File: src/rtl/sr_fetch.sv
// sr_fetch: schoolRISCV fetch stage; owns the PC, issues one-outstanding word fetches
// and presents each instruction with its PC through a valid/ready output register.
module sr_fetch #(
   parameter logic [31:0] RESET_PC = 32'h0000_0000
) (
   input  logic        clk,
   input  logic        rst,
   output logic        imem_req,
   output logic [31:0] imem_addr,
   input  logic        imem_gnt,
   input  logic        imem_rvalid,
   input  logic [31:0] imem_rdata,
   output logic        instr_valid,
   output logic [31:0] instr,
   output logic [31:0] instr_pc,
   input  logic        instr_ready,
   input  logic        redirect,
   input  logic [31:0] redirect_pc,
   input  logic        invalid_instr,
   output logic        halted
);
   typedef enum logic [1:0] {REQ, WAIT, HALT} state_t;
   state_t      r_state, w_next;
   logic [31:0] r_pc, r_req_pc, r_instr, r_instr_pc;
   logic        r_valid, r_drop;
   logic        w_xfer, w_halt, w_redir, w_gnt, w_rsp, w_fill;
   assign w_xfer      = r_valid && instr_ready;
   assign w_halt      = w_xfer && invalid_instr;
   assign w_redir     = redirect && r_state != HALT;
   // only request when the output register is empty or draining, so a fill never overwrites
   assign imem_req    = !rst && r_state == REQ && (!r_valid || instr_ready) && !redirect;
   assign w_gnt       = imem_req && imem_gnt;
   assign w_rsp       = r_state == WAIT && imem_rvalid;
   assign w_fill      = w_rsp && !r_drop && !w_redir;
   assign imem_addr   = r_pc;
   assign instr_valid = r_valid;
   assign instr       = r_instr;
   assign instr_pc    = r_instr_pc;
   assign halted      = r_state == HALT;
   always_comb begin
      w_next = r_state;
      if (w_halt)
         w_next = HALT;
      else if (r_state == REQ && w_gnt)
         w_next = WAIT;
      else if (w_rsp)
         w_next = REQ;
   end
   always_ff @(posedge clk) begin
      if (rst) begin
         r_state    <= REQ;
         r_pc       <= RESET_PC;
         r_req_pc   <= RESET_PC;
         r_instr    <= '0;
         r_instr_pc <= '0;
         r_valid    <= 1'b0;
         r_drop     <= 1'b0;
      end else begin
         r_state <= w_next;
         if (w_gnt)
            r_req_pc <= r_pc;
         r_pc <= w_redir ? {redirect_pc[31:2], 2'b00} : w_gnt ? r_pc + 32'd4 : r_pc;
         // a redirect coinciding with the response discards it without arming drop
         r_drop <= w_redir ? ((r_state == WAIT && !imem_rvalid) || w_gnt) : w_rsp ? 1'b0 : r_drop;
         if (w_fill) begin
            r_instr    <= imem_rdata;
            r_instr_pc <= r_req_pc;
         end
         r_valid <= (w_halt || w_redir) ? 1'b0 : w_fill ? 1'b1 : w_xfer ? 1'b0 : r_valid;
      end
   end
endmodule

File: config.mk
export PLATFORM = sky130hd
export DESIGN_NAME = sr_fetch
export DESIGN_NICKNAME = d
export VERILOG_FILES = /design/src/rtl/sr_fetch.sv
export SDC_FILE = /design/constraint.sdc
export NUM_CORES = 1
export LEC_CHECK = 0
export ABC_CLOCK_PERIOD_IN_PS = 4200
export CAP_MARGIN = 25
export CORE_MARGIN = 1.5
export CORE_UTILIZATION = 49
export CTS_CLUSTER_DIAMETER = 60
export DETAILED_ROUTE_END_ITERATION = 8
export PLACE_DENSITY = 0.94
export SYNTH_ARGS = -nofsm -noshare
export SYNTH_HDL_FRONTEND = slang
export SYNTH_SLANG_ARGS = --single-unit
export TNS_END_PERCENT = 50
File: constraint.sdc
create_clock -name clk -period 4.2 [get_ports clk]
set_input_delay 0.63 -clock clk [delete_from_list [all_inputs] [get_ports clk]]
set_output_delay 0.63 -clock clk [all_outputs]
set_load 0.05 [all_outputs]
* Word level (Yosys, flattened, before mapping)
Cells that the tools add are included.
Word-level totals: logic and storage cells 52, output and inout port bits 99, input port bits 71, register bits 132
Operators by class: reductions and logical operators 30, equality and inequality tests 3, mux-type cells 9, add/subtract/negate cells 1
Operator list (count):
- 32-bit two-way mux | 2
- 32-bit by 3-bit adder with 32-bit output, second input constant | 1
- 1-bit logical AND | 12
- 2-bit nonzero test | 4
- 1-bit logical NOT | 6
- 2-bit two-way mux | 3
- 2-bit OR reduction | 3
- 1-bit two-way mux | 4
- 1-bit logical OR | 3
- 3-bit nonzero test | 1
- 2-bit by 1-bit == test with 1-bit output, second input constant | 1
- 2-bit == test, second input constant | 1
- 2-bit logical NOT | 1
- 2-bit inequality test, second input constant | 1

* Logic depth before layout (Yosys ltp)
Gate-level depths: netlist of the first run.
depth after elaboration 8, mapped depth 8, mapped depth without buffers 6

* Worst setup path after synthesis of the first run
OpenSTA, ideal clock, no wires.
path kind reg-to-reg, from reg r_pc[2] (netlist: imem_addr[2]), to reg r_pc[26] (netlist: imem_addr[26]), setup slack 1964 ps, data required time 4109 ps, library setup time 91 ps, path buffers 0, data arrival time 2145 ps, cell stages (with the launch flop) 7, clock period less this slack 2236 ps, cell sequence dfxtp_1 ha_1 nand3_1 nor2_1 nand4_2 or3_1 a311oi_1
Between the ends: word-level cells in the longest chain between the ends 3
Ends and longest elaborated chain:
- start, declared | line 24 | logic [31:0] r_pc, r_req_pc, r_instr, r_instr_pc;
- start signal, assigned | line 62 | r_pc <= w_redir ? {redirect_pc[31:2], 2'b00} : w_gnt ? r_pc + 32'd4 : r_pc;
- 32-bit by 3-bit adder with 32-bit output | line 62
- 32-bit two-way mux (2 in series) | line 62
Every way passes these cells. The select of a mux whose other input is x is not followed. A chain may end at the register's enable or synchronous reset.

* Worst setup path after layout of the first run
from in redirect, to out imem_req
Between the ends: word-level cells in the longest chain between the ends 2
Ends and longest elaborated chain:
- start, declared | line 17 | input logic redirect,
- 1-bit logical NOT | line 31 | assign imem_req = !rst && r_state == REQ && (!r_valid || instr_ready) && !redirect;
- 1-bit logical AND | line 31
- end, declared | line 8 | output logic imem_req,
Every way passes these cells.

==> metrics.cfg, run 1 <==
[min_path]
hold_path_class = reg2reg

[global_routing]
grt_usage_pct = 26.5
first_global_vias = 4777
grt_pass1_wl_mm = 23.1
grt_overflow = 0
grt_max_degree = 76
antenna_found_initial = 0

[placed_design]
routabilityCongestion = 0.826
place_hpwl_mm = 9.50
io_buffers = 163

[die]
rows = 36
die_h_um = 104
dieArea_mm2 = 0.0109
start_util_pct = 51.1
core_mm2 = 0.00986
die_x_um = 104
io_pins = 170

[clock_network]
cts.htree.levels = 4
cts_hold_buf = 0
cts.clk_slew.worst_paths_ns = 0.06
cts_tree = done
cts_setup_buffers = 0
cts.sinks = 126
root_buffer = clkbuf_8
clock_path_buffers = 2
ctsResizeCount = 0
clock_latency_ns = 0.51
numCtsBuffers = 17

[yosys]
synthCells = 634
synth_edf_count = 0
synthFlopType = dfxtp_1
synth_cell_type_count = 45
ys_seq_elements = 126
synth-async-reset-ratio_pct = 0
avgSynthCellArea_um2 = 7.95
syn_area_mm2 = 0.00504
yosys_warnings = 0
yosysSeqAreaShare_pct = 50.1

[critical_path]
required_ns = 3.57
cp-end-kind = output pin
cp_max_fo = 8
crit_arrival_ns = 2.59
critPathKind = in2out
startpoint_type = input pin

[sta]
min_period_over_period_pct = 76.6
maxSlewHeadroom_pct = 49.7
fmax_ghz = 0.311
final_hold_viol_count = 0
rsz0062_at_grt = no
final.setup.tns_ns = 0
finalClockSkew_ns = 0.00932
finalCriticalPeriod_ns = 3.22
setup_violations = 0
tightest_slew_ns = 0.754
finalMaxSlewViolations = 0

[route]
antenna_left = 0
route.detailed.drc = 0
vias = 5052
drtPass1Iterations = 5
dr.first_iter.drc_count = 288
wire_per_inst_um = 15.7
routed_wirelength_mm = 14.6
via_per_inst = 5.46

[job]
drv_cap = 0

[power_and_ir_drop]
switching_power_w = 0.000756
intPower_w = 0.00235
comb_power_share_pct = 9.8
seq_power_share_pct = 40.7
peakVddDrop_mv = 0.238
switching_share_pct = 24.4
p_clk_share_pct = 49.4
leakagePower_nw = 2.43
power_density_mw_per_mm2 = 423

[run_status]
status = finished clean

[finish]
antenna_cells = 0
nets = 852
post-route-util_pct = 74.4
drive_above_1_share_pct = 6.81
area_growth_pct = 45.7
fillers = 697

metal layers:
metal	global-route usage, %	vias to the layer above	wire length [µm]
met3	5.76	27	1030
met1	31.7	2351	5960
met5	0	-	0
li1	-	2440	-
met4	10.1	0	272
met2	46.1	234	7310
area by class of cell:
class / count / area [µm²] / area share, %
Clock buffer: 20 / 445 / 6.07
Clock inverter: 12 / 186 / 2.54
Inverter: 5 / 18.8 / 0.256
Multi-Input combinational cell: 460 / 2320 / 31.6
Sequential cell: 126 / 2520 / 34.4
Tap cell: 133 / 166 / 2.27
Timing Repair Buffer: 170 / 1680 / 22.9
cell families (layout without fill, tap and decap cells):
| family | count (synthesis) | count (layout) | share of synthesized area, % |
|---|---|---|---|
| compound gates | 147 | 147 | 16.3 |
| xor+xnor | 12 | 12 | 2.09 |
| fa+ha+maj | 1 | 1 | 0.248 |
| buf+inv | 51 | 207 | 4.32 |
| flops | 126 | 126 | 50.1 |
| mux | 3 | 3 | 0.646 |
| other cells | 1 | 4 | 0.0744 |
| simple gates | 293 | 293 | 26.2 |
worst max-delay path, stage by stage:
cell and delay (ns):
clkdlybuf4s50_1 0.59, nor4_4 0.35, and2_1 0.17, clkdlybuf4s50_1 0.84
path summary, 6_finish.rpt:
path | start | endpoint | slack [ns] | depth (start not counted)
hold reg to reg | r_req_pc[22] | instr_pc[22] | 0.45 | 2
hold / removal | r_req_pc[22] | instr_pc[22] | 0.45 | 2
setup / recovery | redirect | imem_req | 0.98 | 4
setup reg to reg | r_state[1] | imem_addr[15] | 1.86 | 6
synth_stat cells, types with 2 or more instances:
master	instances	area, µm²
or2_2	2	12.5
inv_1	5	18.8
buf_2	3	15.0
xor2_1	3	26.3
buf_1	2	7.51
or3_1	11	68.8
nand4_1	8	50.1
and4_1	4	35.0
xnor2_1	9	78.8
nand3_1	10	50.1
nand2b_1	3	18.8
nor4_1	4	25.0
nor3_1	4	20.0
nand2_1	205	769
nor4b_2	2	30.0
and2_1	3	18.8
buf_4	4	30.0
o21ai_0	12	60.1
nor2_1	24	90.1
mux2_2	2	22.5
nand3_2	2	20.0
a31oi_1	6	37.5
o211ai_1	2	15.0
and3_1	3	18.8
dfxtp_1	126	2520
clkbuf_1	36	135
a21oi_1	102	510
a311oi_1	7	61.3
a211oi_1	14	105
through the flow:
step	instance area, µm²	setup slack (ns)	total power [W]	instances	hold slack [ns]
after CTS	7340	0.972	0.00311	926	0.452
after global routing	7340	0.924	0.00319	926	0.471
after detailed placement	6710	0.991	0.00159	894	0.445
final	7340	0.984	0.00310	926	0.450
after floorplan	5050	1.96	0.00145	637	0.432
after global placement	6710	1.04	0.00158	894	0.438
flip-flops by register name, indices dropped and copies added, names as in the netlist:
register,count
imem_addr,30
instr_valid,1
r_req_pc,30
instr,32
r_drop,1
r_state,2
instr_pc,30
cell usage in the layout (no fill, tap or decap), drive strengths merged, types with 2 or more instances in the layout:
| cell type | instances |
|---|---|
| clkinv | 5 |
| mux2 | 2 |
| and4 | 4 |
| a311oi | 7 |
| nor4 | 5 |
| nor2 | 25 |
| a31oi | 6 |
| clkinvlp | 3 |
| nand2b | 3 |
| clkdlybuf4s50 | 162 |
| inv | 5 |
| and2 | 3 |
| nor4b | 3 |
| conb | 4 |
| clkbuf | 20 |
| o21ai | 12 |
| a21oi | 102 |
| xor2 | 3 |
| nand2 | 205 |
| nor3 | 4 |
| dfxtp | 126 |
| bufinv | 4 |
| nand4 | 10 |
| nand3 | 12 |
| and3 | 4 |
| or3 | 11 |
| xnor2 | 9 |
| or2 | 2 |
| buf | 8 |
| o211ai | 2 |
| a211oi | 14 |
power by group through the flow:
stage | clock network, W | registers [W] | logic [W]
floorplan | 0 | 0.00136 | 0.0000981
CTS | 0.00155 | 0.00126 | 0.000305
global route | 0.00160 | 0.00127 | 0.000321
finish | 0.00153 | 0.00126 | 0.000306
detailed placement | 0 | 0.00129 | 0.000302
global placement | 0 | 0.00129 | 0.000296
Power figures use the tool's default switching activity.
==> run 2: changes to the inputs <==
--- a/config.mk
+++ b/config.mk
@@ -5,13 +5,13 @@
 export SDC_FILE = /design/constraint.sdc
 export NUM_CORES = 1
 export LEC_CHECK = 0
-export ABC_CLOCK_PERIOD_IN_PS = 4200
+export ABC_CLOCK_PERIOD_IN_PS = 2600
 export CAP_MARGIN = 25
 export CORE_MARGIN = 1.5
-export CORE_UTILIZATION = 49
+export CORE_UTILIZATION = 41
 export CTS_CLUSTER_DIAMETER = 60
 export DETAILED_ROUTE_END_ITERATION = 8
-export PLACE_DENSITY = 0.94
+export PLACE_DENSITY = 0.85
 export SYNTH_ARGS = -nofsm -noshare
 export SYNTH_HDL_FRONTEND = slang
 export SYNTH_SLANG_ARGS = --single-unit
==> constraint.sdc (replaced) <==
create_clock -name clk -period 2.6 [get_ports clk]
set_input_delay 0.39 -clock clk [delete_from_list [all_inputs] [get_ports clk]]
set_output_delay 0.39 -clock clk [all_outputs]
set_load 0.05 [all_outputs]
==> run 2 against run 1 <==
Effect of this change: critical path depth shrank 1; non-clock buffer count grew 13; clock skew decreased by 0.0021 ns; design area increased by 1.6%; routed wire length decreased by 2.4%; global-route usage fell by 4.2 points; cell count is 2.9% higher; die area increased by 19%; worst hold slack worse by 0.0062 ns; clock-buffer cell count grew 2; power increased by 57%; largest cell class unchanged; largest power group unchanged; highest routed layer unchanged.
==> metrics.cfg, run 2 (synthesis results as in run 1) <==
[sta]
tightest_slew_ns = 0.716  ; -0.0388 ns
setup_violations = 0  ; unchanged
finalCriticalPeriod_ns = 2.24
maxSlewHeadroom_pct = 52.3  ; +2.6 points
hold_ws_ns = 0.444  ; -0.00616 ns
finalClockSkew_ns = 0.00718  ; -0.00215 ns
min_period_over_period_pct = 86.3
rsz0062_at_grt = no
finalMaxSlewViolations = 0  ; unchanged
final_hold_viol_count = 0  ; unchanged
fmax_ghz = 0.446
final.setup.tns_ns = 0  ; unchanged

[global_routing]
grt_overflow = 0  ; unchanged
grt_pass1_wl_mm = 22.7  ; -1.9%
first_global_vias = 4601  ; -3.7%
grt_max_degree = 70  ; -7.9%
antenna_found_initial = 0  ; unchanged
grt_usage_pct = 22.3  ; -4.2 points

[die]
die_x_um = 114  ; +9.1%
core_mm2 = 0.0120  ; +22%
io_pins = 170  ; unchanged
dieArea_mm2 = 0.0130  ; +19%
rows = 40  ; +11%
start_util_pct = 41.9  ; -9.1 points
die_h_um = 114  ; +9.1%

[min_path]
whs_endpoint = instr_pc[30]
whs_path_depth = 2  ; unchanged
worstHoldStart = r_req_pc[30]
hold_path_class = reg2reg

[placed_design]
place_hpwl_mm = 9.65  ; +1.5%
dp.cells = 921  ; +3.0%
io_buffers = 163  ; unchanged
routabilityCongestion = 0.765  ; -7.4%

[finish]
antenna_cells = 0  ; unchanged
drive_above_1_share_pct = 8.31  ; +1.5 points
final_common_cell = nand2_1
mostFrequentLayoutCells = 205 x nand2_1, 161 x clkdlybuf4s50_1, 126 x dfxtp_1, 102 x a21oi_1, 24 x nor2_1
largest_reg_flops = 32  ; unchanged
area_growth_pct = 48.0
final_cell_count_no_fill = 953  ; +2.9%
nets = 865  ; +1.5%
post-route-util_pct = 62.1  ; -12 points

[power_and_ir_drop]
peakVddDrop_mv = 0.512  ; +120%
leakagePower_nw = 2.51  ; +3.0%
power_density_mw_per_mm2 = 653  ; +54%
power_w = 0.00487  ; +57%

[clock_network]
cts.sinks = 126  ; unchanged
ctsResizeCount = 0  ; unchanged
clock_path_buffers = 2  ; unchanged
numCtsBuffers = 17  ; unchanged
cts_hold_buf = 0  ; unchanged
cts.htree.levels = 4  ; unchanged
cts_setup_buffers = 0  ; unchanged
clock_latency_ns = 0.41  ; -0.10 ns
root_buffer = clkbuf_16
cts_tree = done
cts.clk_slew.worst_paths_ns = 0.06  ; about the same

[critical_path]
regToRegEndpoint = imem_addr[12]
cp-end-kind = output pin
startpoint_type = flop
crit_chain = nand2b_1 -> inv_1 -> clkdlybuf4s50_1
required_ns = 2.21  ; -1.36 ns
reg2reg_slack_ns = 0.50  ; -1.36 ns
critPathKind = reg2out
crit_arrival_ns = 1.85  ; -0.74 ns
slowest_delay_ns = 0.79  ; -0.05 ns
crit_slowest_cell = clkdlybuf4s50_1
cp_max_fo = 7  ; -1
r2r_start = r_state[0]
reg2reg_depth = 6  ; unchanged

[run_status]
status = finished clean

[route]
route.detailed.drc = 0  ; unchanged
routed_wirelength_mm = 14.2  ; -2.4%
via_per_inst = 5.21  ; -4.6%
dr.first_iter.drc_count = 382  ; +33%
wire_per_inst_um = 14.9  ; -5.1%
vias = 4962  ; -1.8%
drtPass1Iterations = 4  ; -1
antenna_left = 0  ; unchanged

[job]
drv_cap = 0  ; unchanged

## run 2: cell count changes in the layout (fill, tap and decap cells not counted), sizes merged
cell / previous run / this run
buf: 8 / 22
bufinv: 4 / 2
clkbuf: 20 / 22
clkdlybuf4s50: 162 / 161
clkinv: 5 / 6
clkinvlp: 3 / 2
## run 2: through the flow
step,instance area [µm²],setup slack [ns]
6_report,7460,0.356
5_1_grt,7460,0.282
4_1_cts,7460,0.336
3_5_place_dp,6870,0.0722
3_3_place_gp,6870,0.121
2_1_floorplan,5050,0.364
## run 2: power by group
part | switching [W] | total (W) | internal [W] | leakage [nW]
combinational | 0.000297 | 0.000514 | 0.000217 | 1.20
sequential | 0.0000611 | 0.00204 | 0.00198 | 1.02
clock | 0.000838 | 0.00232 | 0.00148 | 0.286
total | 0.00120 | 0.00487 | 0.00368 | 2.51
## run 2: cell type report
| type | count | area, µm² |
|---|---|---|
| Multi-Input combinational cell | 460 | 2320 |
| Inverter | 5 | 18.8 |
| Tap cell | 147 | 184 |
| Timing Repair Buffer | 183 | 1830 |
| Clock buffer | 22 | 474 |
| Clock inverter | 10 | 113 |
| Sequential cell | 126 | 2520 |
| Fill cell | 1035 | 4550 |
## run 2: worst max-delay path: cells and delay by family, from the launching register on
family                 cells  cell delay (ns)
flip-flops                 1             0.38
AND/OR/NAND/NOR            1             0.21
buffers and inverters      2             0.86
## run 2: how the worst max path moves through the flow
| stage | endpoint | from |
|---|---|---|
| global route | imem_addr[31] | r_state[0] |
| floorplan | imem_addr[26] | imem_addr[2] |
| finish | halted | r_state[0] |
| detailed placement | imem_addr[12] | redirect |
| CTS | halted | r_state[0] |
| global placement | imem_addr[16] | redirect |
## run 2: per-layer routing
layer | up-vias | GRT usage, % | part of all wire (%)
li1 | 2469 | - | -
met1 | 2294 | 28.1 | 44
met2 | 179 | 36.1 | 47
met3 | 20 | 6.80 | 7.4
met4 | 0 | 7.83 | 1.5
met5 | - | 0 | 0
==> run 3: changes to the inputs <==
--- a/config.mk
+++ b/config.mk
@@ -5,13 +5,13 @@
 export SDC_FILE = /design/constraint.sdc
 export NUM_CORES = 1
 export LEC_CHECK = 0
-export ABC_CLOCK_PERIOD_IN_PS = 2600
+export ABC_CLOCK_PERIOD_IN_PS = 2880
 export CAP_MARGIN = 25
 export CORE_MARGIN = 1.5
-export CORE_UTILIZATION = 41
+export CORE_UTILIZATION = 49
 export CTS_CLUSTER_DIAMETER = 60
 export DETAILED_ROUTE_END_ITERATION = 8
-export PLACE_DENSITY = 0.85
+export PLACE_DENSITY = 0.94
 export SYNTH_ARGS = -nofsm -noshare
 export SYNTH_HDL_FRONTEND = slang
 export SYNTH_SLANG_ARGS = --single-unit
==> constraint.sdc (replaced) <==
create_clock -name clk -period 2.88 [get_ports clk]
set_input_delay 0.432 -clock clk [delete_from_list [all_inputs] [get_ports clk]]
set_output_delay 0.432 -clock clk [all_outputs]
set_load 0.05 [all_outputs]
==> run 3 against run 2 <==
Effect of this change: global-route usage up 5.1 points; power is 5.4% lower; cell count decreased by 1.9%; sequential share of layout area is 0.13 points higher; combinational power is 11% lower; die area decreased by 16%; via count rose by 5.8%; first-iteration DRC count fell by 6.0%; non-clock buffer count down 4; core utilization grew 13 points; largest cell class unchanged; sequential power decreased by 9%.
==> metrics.cfg, run 3 (synthesis results as in run 1) <==
[sta]
maxSlewHeadroom_pct = 55.6  ; +3.3 points
final_hold_viol_count = 0  ; unchanged
tightest_slew_ns = 0.666  ; -0.0500 ns
fmax_ghz = 0.409
finalClockSkew_ns = 0.00515  ; -0.00203 ns
final.setup.tns_ns = 0  ; unchanged
finalCriticalPeriod_ns = 2.44
setup_violations = 0  ; unchanged
rsz0062_at_grt = no
min_period_over_period_pct = 84.8
finalMaxSlewViolations = 0  ; unchanged

[critical_path]
crit_arrival_ns = 2.01  ; +0.16 ns
required_ns = 2.45  ; +0.24 ns
critPathKind = reg2out
cp-end-kind = output pin
startpoint_type = flop
cp_max_fo = 7  ; unchanged

[min_path]
hold_path_class = reg2reg

[finish]
area_growth_pct = 47.5
register_area_mm2 = 0.00252  ; unchanged
final_common_cell = nand2_1
drive_above_1_share_pct = 7.98  ; -0.33 points
multiInputGateArea_mm2 = 0.00232  ; unchanged
largest_reg_flops = 32  ; unchanged
nets = 861  ; -0.46%
antenna_cells = 0  ; unchanged
final_area_mm2 = 0.00743  ; -0.37%
mostFrequentLayoutCells = 205 x nand2_1, 161 x clkdlybuf4s50_1, 126 x dfxtp_1, 102 x a21oi_1, 24 x nor2_1
fillers = 681  ; -34%

[route]
vias = 5251  ; +5.8%
via_per_inst = 5.62  ; +7.9%
routed_wirelength_mm = 15.2  ; +7.0%
drtPass1Iterations = 5  ; +1
dr.first_iter.drc_count = 359  ; -6.0%
route.detailed.drc = 0  ; unchanged
wire_per_inst_um = 16.3  ; +9.1%
antenna_left = 0  ; unchanged

[clock_network]
numCtsBuffers = 17  ; unchanged
cts.htree.levels = 4  ; unchanged
clock_latency_ns = 0.51  ; +0.10 ns
cts_tree = done
cts.clk_slew.worst_paths_ns = 0.06  ; about the same
ctsResizeCount = 0  ; unchanged
cts_hold_buf = 0  ; unchanged
clock_path_buffers = 2  ; unchanged
cts.sinks = 126  ; unchanged
cts_setup_buffers = 0  ; unchanged
root_buffer = clkbuf_8

[power_and_ir_drop]
switching_power_w = 0.00111  ; -7.0%
leakagePower_nw = 2.49  ; -0.65%
peakVddDrop_mv = 0.363  ; -29%
comb_power_share_pct = 9.9  ; -0.7 points
p_clk_share_pct = 50.0  ; +2.4 points
power_density_mw_per_mm2 = 620  ; -5.1%
switching_share_pct = 24.1  ; -0.39 points
seq_power_share_pct = 40.1  ; -1.8 points
intPower_w = 0.00350  ; -4.9%

[die]
dieArea_mm2 = 0.0109  ; -16%
die_x_um = 104  ; -8.3%
die_h_um = 104  ; -8.3%
rows = 36  ; -10%
start_util_pct = 51.1  ; +9.1 points
io_pins = 170  ; unchanged
core_mm2 = 0.00986  ; -18%

[global_routing]
grt_pass1_wl_mm = 24.1  ; +6.1%
antenna_found_initial = 0  ; unchanged
first_global_vias = 4966  ; +7.9%
grt_max_degree = 68  ; -2.9%
grt_usage_pct = 27.4  ; +5.1 points
grt_overflow = 0  ; unchanged

[run_status]
status = finished clean

[placed_design]
placed_area_mm2 = 0.00679  ; -1.2%
place_hpwl_mm = 10.1  ; +4.5%
io_buffers = 163  ; unchanged
routabilityCongestion = 0.858  ; +12%

[job]
drv_cap = 0  ; unchanged

## run 3: through the flow
| stage | utilization (%) | worst slack (ns) | power (W) | cells | hold WS [ns] |
|---|---|---|---|---|---|
| finish | 75.3 | 0.437 | 0.00461 | 935 | 0.452 |
| global route | 75.3 | 0.346 | 0.00473 | 935 | 0.465 |
| CTS | 75.3 | 0.416 | 0.00463 | 935 | 0.453 |
| detailed placement | 68.8 | 0.313 | 0.00233 | 903 | 0.445 |
| global placement | 68.8 | 0.350 | 0.00232 | 903 | 0.439 |
| floorplan | - | 0.644 | 0.00212 | 637 | 0.432 |
## run 3: critical path: stages, from the launching register on
cell	delay, ns
dfxtp_1	0.40
nand2b_1	0.22
inv_1	0.09
clkdlybuf4s50_1	0.80
## run 3: cell type report
class / instances / area share, %
Clock buffer: 19 / 5.81
Clock inverter: 13 / 2.86
Inverter: 5 / 0.253
Multi-Input combinational cell: 460 / 31.2
Sequential cell: 126 / 33.9
Tap cell: 133 / 2.24
Timing Repair Buffer: 179 / 23.7
## run 3: power by group through the flow
stage / logic [W] / registers (W) / clock network [W]
finish: 0.000458 / 0.00185 / 0.00230
global route: 0.000480 / 0.00185 / 0.00240
CTS: 0.000457 / 0.00184 / 0.00233
detailed placement: 0.000449 / 0.00188 / 0
global placement: 0.000440 / 0.00188 / 0
floorplan: 0.000143 / 0.00198 / 0
## run 3: path summary, 6_finish.rpt
check | from | end | slack (ns) | depth (start not counted)
setup / recovery | r_state[0] | halted | 0.44 | 3
hold / removal | r_req_pc[23] | instr_pc[23] | 0.45 | 2
setup reg to reg | imem_addr[2] | imem_addr[30] | 0.57 | 6
hold reg to reg | r_req_pc[23] | instr_pc[23] | 0.45 | 2
## run 3: routing by layer
| metal | vias up | GRT usage, % | share of wire, % |
|---|---|---|---|
| li1 | 2461 | - | - |
| met1 | 2466 | 32.1 | 39 |
| met2 | 283 | 47.4 | 51 |
| met3 | 41 | 5.83 | 7.3 |
| met4 | 0 | 13.3 | 3.1 |
| met5 | - | 0 | 0 |
